[src/rtl/alu_sched.sv]
// alu_sched: round-robin scheduler sharing one external 32-bit ALU between
// two requesters, with a private NZCV flag register per requester.
module alu_sched (
    input  logic        clk,
    input  logic        rst_n,
    input  logic        req_valid_0,
    input  logic        req_valid_1,
    output logic        req_ready_0,
    output logic        req_ready_1,
    input  logic [31:0] req_a_0,
    input  logic [31:0] req_a_1,
    input  logic [31:0] req_b_0,
    input  logic [31:0] req_b_1,
    input  logic [1:0]  req_op_0,
    input  logic [1:0]  req_op_1,
    input  logic        req_usec_0,
    input  logic        req_usec_1,
    input  logic        req_setf_0,
    input  logic        req_setf_1,
    output logic        rsp_valid_0,
    output logic        rsp_valid_1,
    input  logic        rsp_ready_0,
    input  logic        rsp_ready_1,
    output logic [31:0] rsp_data_0,
    output logic [31:0] rsp_data_1,
    output logic [3:0]  rsp_flags_0,
    output logic [3:0]  rsp_flags_1,
    output logic [3:0]  flags_0,
    output logic [3:0]  flags_1,
    output logic [31:0] alu_in1,
    output logic [31:0] alu_in2,
    output logic        alu_carry,
    output logic [1:0]  alu_op,
    input  logic [31:0] alu_out,
    input  logic        alu_n,
    input  logic        alu_z,
    input  logic        alu_c,
    input  logic        alu_v
);

    typedef enum logic [1:0] {
        IDLE,
        EXEC,
        RESP
    } state_t;

    typedef struct packed {
        logic [31:0] a;
        logic [31:0] b;
        logic [1:0]  op;
        logic        usec;
        logic        setf;
    } req_t;

    state_t          state;
    state_t          state_nxt;
    logic            owner;
    logic            last;
    req_t            cap;
    req_t            req0;
    req_t            req1;
    logic [31:0]     res;
    logic [3:0]      rflags;
    logic [1:0][3:0] flg;
    logic [3:0]      own_flags;
    logic [3:0]      new_flags;
    logic            grant;
    logic            win;
    logic            rsp_ack;

    assign req0 = {req_a_0, req_b_0, req_op_0, req_usec_0, req_setf_0};
    assign req1 = {req_a_1, req_b_1, req_op_1, req_usec_1, req_setf_1};

    // Tie goes to the requester that was not served last.
    assign grant = rst_n && (state == IDLE) && (req_valid_0 || req_valid_1);
    assign win   = (req_valid_0 && req_valid_1) ? ~last : req_valid_1;

    assign req_ready_0 = grant && !win;
    assign req_ready_1 = grant && win;

    assign own_flags = flg[owner];
    assign rsp_ack   = owner ? rsp_ready_1 : rsp_ready_0;

    assign alu_in1   = cap.a;
    assign alu_in2   = cap.b;
    assign alu_op    = cap.op;
    assign alu_carry = (state == EXEC) && cap.usec && own_flags[1];

    // Logic ops leave C/V alone; rotate leaves V alone.
    always_comb begin
        new_flags = {alu_n, alu_z, alu_c, alu_v};
        unique case (cap.op)
            2'b10:   new_flags[1:0] = own_flags[1:0];
            2'b11:   new_flags[0] = own_flags[0];
            default: ;
        endcase
    end

    always_comb begin
        state_nxt = state;
        unique case (state)
            IDLE:    if (grant) state_nxt = EXEC;
            EXEC:    state_nxt = RESP;
            RESP:    if (rsp_ack) state_nxt = IDLE;
            default: state_nxt = IDLE;
        endcase
    end

    always_ff @(posedge clk) begin
        if (!rst_n) begin
            state  <= IDLE;
            owner  <= 1'b0;
            last   <= 1'b1;
            cap    <= '0;
            res    <= '0;
            rflags <= '0;
            flg    <= '0;
        end else begin
            state <= state_nxt;
            if (grant) begin
                cap   <= win ? req1 : req0;
                owner <= win;
                last  <= win;
            end
            if (state == EXEC) begin
                res    <= alu_out;
                rflags <= new_flags;
                if (cap.setf) flg[owner] <= new_flags;
            end
        end
    end

    assign rsp_valid_0 = (state == RESP) && !owner;
    assign rsp_valid_1 = (state == RESP) && owner;
    assign rsp_data_0  = res;
    assign rsp_data_1  = res;
    assign rsp_flags_0 = rflags;
    assign rsp_flags_1 = rflags;
    assign flags_0     = flg[0];
    assign flags_1     = flg[1];

endmodule
[config.mk]
export PLATFORM = sky130hd
export DESIGN_NAME = alu_sched
export DESIGN_NICKNAME = d
export VERILOG_FILES = /design/src/rtl/alu_sched.sv
export SDC_FILE = /design/constraint.sdc
export NUM_CORES = 1
export LEC_CHECK = 0
export ABC_AREA = 1
export BUFFER_PORTS_ARGS = -buffer_cell sky130_fd_sc_hd__buf_2
export CAP_MARGIN = 10
export CORE_MARGIN = 2
export CORE_UTILIZATION = 35
export CTS_CLUSTER_SIZE = 20
export DETAILED_ROUTE_END_ITERATION = 8
export GPL_ROUTABILITY_DRIVEN = 1
export PLACE_DENSITY = 0.7
export REMOVE_ABC_BUFFERS = 1
export SETUP_SLACK_MARGIN = 0.15
export SLEW_MARGIN = 10
export SYNTH_ARGS = -nofsm -noshare
export SYNTH_HDL_FRONTEND = slang
export SYNTH_SLANG_ARGS = --single-unit
[constraint.sdc]
create_clock -name clk -period 2.6 [get_ports clk]
set_clock_uncertainty 0.1 [all_clocks]
set_input_delay 0.52 -clock clk [delete_from_list [all_inputs] [get_ports clk]]
set_output_delay 0.52 -clock clk [all_outputs]
set_load 0.1 [all_outputs]
==> results.sh <==
export IMPL_outcome="finished, final reports clean"
export IMPL_htree_levels=4
export IMPL_nFillCells=1714
export IMPL_cts_root_buf="clkbuf_16"
export IMPL_layout_nets=1250
export IMPL_gr_total_overflow=0
export IMPL_p_total_w=0.00658
export IMPL_wl_per_cell_um=13.2
export IMPL_pre_cts_slack_ps=605
export IMPL_first_iter_violations=216
export IMPL_synth_mux_area_fraction=0
export IMPL_drv_cap=0
export IMPL_post_cts_setup_buffers=0
export IMPL_worst_pin_slew_ps=751
export IMPL_die_y_um=134
export IMPL_gp_congestion=0.777
export IMPL_cp_arrival_ps=1600
export IMPL_io_buffers=328
export IMPL_fp_coreArea_um2=16500
export IMPL_p_leak_nw=4.03
export IMPL_synth_compound_area_frac=0.0959
export IMPL_finalCritPeriodShare=0.855
export IMPL_yosysWarnings=0
export IMPL_pwr_share_clk=0.357
export IMPL_period_needed_ps=2220
export IMPL_antenna_found_initial=1
export IMPL_clk_pin_slew_ps=50
export IMPL_cts_tree="built"
export IMPL_cp_required_ps=1980
export IMPL_holdPathStages=3
export IMPL_via_per_inst=4.57
export IMPL_hold_viol=0
export IMPL_grt_pass1_wl_um=26600
export IMPL_rsz0062_at_grt="false"
export IMPL_grt_pass1_vias=5370
export IMPL_ff2ff_path_depth=6
export IMPL_slew_violations=0
export IMPL_end_kind="output port"
export IMPL_synthSimpleGateAreaFrac=0.321
export IMPL_cts_resized=0
export IMPL_p_sw_frac=0.415
export IMPL_cts_buffers=17
export IMPL_synth_top_family_by_area="simple AND/OR/NAND/NOR gates"
export IMPL_ctsHoldBuffers=0
export IMPL_drt_total_wl_um=17300
export IMPL_io_pins=329
export IMPL_detail_route_antenna_nets=0
export IMPL_start_util=0.357
export IMPL_min_path_type="input pin to register"
export IMPL_clk_path_buf_depth=2
export IMPL_ys_seq_area_frac=0.394
export IMPL_dieArea_um2=17900
export IMPL_syn_area_um2=5900
export IMPL_criticalPathCategory="register to output port"
export IMPL_max_clock_freq_mhz=450
export IMPL_setup_ws_ps=378
export IMPL_p_switching_w=0.00273
export IMPL_dp_hpwl_um=12600
export IMPL_combPwrFrac=0.339
export IMPL_insertion_delay_ps=400
export IMPL_ys_ff_latch=116
export IMPL_synth_area_per_cell_um2=6.78
export IMPL_place_inst=1273
export IMPL_pwr_share_seq=0.304
export IMPL_drive_gt1_frac=0.352
export IMPL_routed_via_count=5967
export IMPL_startpoint_type="register"
export IMPL_grt_usage=0.186
export IMPL_ys_types=19
export IMPL_area_growth_pct=27.3
export IMPL_cp_max_fo=3
export IMPL_drt_pass1_iterations=5
export IMPL_max_slew_margin=0.499
export IMPL_grt_max_degree=71
export IMPL_drc=0
export IMPL_setup_viol=0
export IMPL_synth_xor_area_share=0
export IMPL_final_cells=1306
export IMPL_p_per_area_nw_per_um2=877
export IMPL_synth_cells=870
export IMPL_synthAdderAreaFrac=0
export IMPL_core_rowCount=47
export IMPL_cts_sinks=116
export IMPL_p_int_w=0.00385
export IMPL_die_x_um=134
export IMPL_ir_drop_uv=439
-- area by class of cell --
cell class | count | area [um2] | share of cell area
Multi-Input combinational cell | 580 | 2460 | 0.327
Sequential cell | 116 | 2320 | 0.309
Timing Repair Buffer | 341 | 1800 | 0.239
Clock buffer | 21 | 460 | 0.0613
Tap cell | 220 | 275 | 0.0367
Clock inverter | 11 | 133 | 0.0177
Inverter | 16 | 60.1 | 0.00800
Antenna cell | 1 | 2.50 | 0.000333
-- cell usage after synthesis, drive strengths merged --
master | count | area share
inv | 16 | 0.010
buf | 135 | 0.16
nor2 | 89 | 0.061
nand2 | 299 | 0.19
a21oi | 74 | 0.063
or2 | 1 | 0.0011
clkbuf | 23 | 0.015
nand3 | 75 | 0.065
and3 | 1 | 0.0011
nand4 | 2 | 0.0021
dfxtp | 116 | 0.39
o21ai | 39 | 0.033
-- worst paths after layout --
| check | endpoint | from | slack (ps) |
|---|---|---|---|
| min | rsp_data_0[27] | alu_out[27] | 240 |
| max | rsp_valid_1 | state[1] | 380 |
| min reg2reg | flags_1[2] | flags_1[2] | 350 |
| max reg2reg | alu_in1[11] | state[1] | 770 |
-- cells by family after synthesis --
group                  after synthesis
buffers and inverters              174
DFF                                116
AOI/OAI and AO/OA                  113
and+or+nand+nor                    467
-- registers in the layout, summed over array words and instances, names as in the netlist --
| signal | count |
|---|---|
| alu_in1 | 32 |
| alu_in2 | 32 |
| alu_op | 2 |
| cap | 2 |
| flags_0 | 4 |
| flags_1 | 4 |
| last | 1 |
| owner | 1 |
| rsp_data_0 | 32 |
| rsp_flags_0 | 4 |
| state | 2 |
-- power groups by stage --
stage | combinational [W] | sequential (W) | clock (W)
after global routing | 0.00234 | 0.00202 | 0.00248
after global placement | 0.00224 | 0.00203 | 0
final | 0.00223 | 0.00200 | 0.00235
after detailed placement | 0.00224 | 0.00204 | 0
after CTS | 0.00225 | 0.00200 | 0.00240
after floorplan | 0.000400 | 0.00336 | 0
-- critical path, stage by stage (launching register included) --
cell	delay, ps
dfxtp_1	400
inv_1	60
nor2_1	130
inv_1	70
nor2_1	90
buf_2	440
-- placed cells by master (no fill, tap or decap) --
cell type / netlist / routed
nand2_2: 2 / 2
and3_1: 1 / 1
a21oi_1: 74 / 74
nand4_1: 2 / 2
clkbuf_1: 23 / 2
buf_2: 20 / 325
nand3_1: 74 / 74
clkbuf_8: 0 / 2
inv_2: 3 / 3
dfxtp_1: 116 / 116
clkinvlp_4: 0 / 1
o21ai_0: 39 / 39
clkinv_2: 0 / 7
or2_2: 1 / 1
nor2_4: 3 / 3
buf_4: 113 / 12
inv_1: 13 / 13
bufinv_16: 0 / 3
nor2_2: 1 / 1
clkbuf_16: 0 / 17
buf_12: 0 / 4
nand3_2: 1 / 1
diode_2: 0 / 1
nor2_1: 85 / 85
nand2_1: 297 / 297
-- layer usage --
metal / vias to the layer above / GRT usage / share of wire
li1: 3058 / - / -
met1: 2644 / 0.216 / 0.41
met2: 250 / 0.327 / 0.49
met3: 15 / 0.0563 / 0.082
met4: 0 / 0.0626 / 0.015
met5: - / 0 / 0
-- per-stage QoR --
stage	cell area (um2)	TNS, ps	hold slack [ps]	util
after floorplan	4840	-2110	341	-
after global placement	6910	0	346	0.418
after detailed placement	6910	0	350	0.418
after CTS	7500	0	218	0.454
after global routing	7510	0	238	0.454
final	7510	0	238	0.454
No activity file was read; power rests on OpenSTA's default activity.
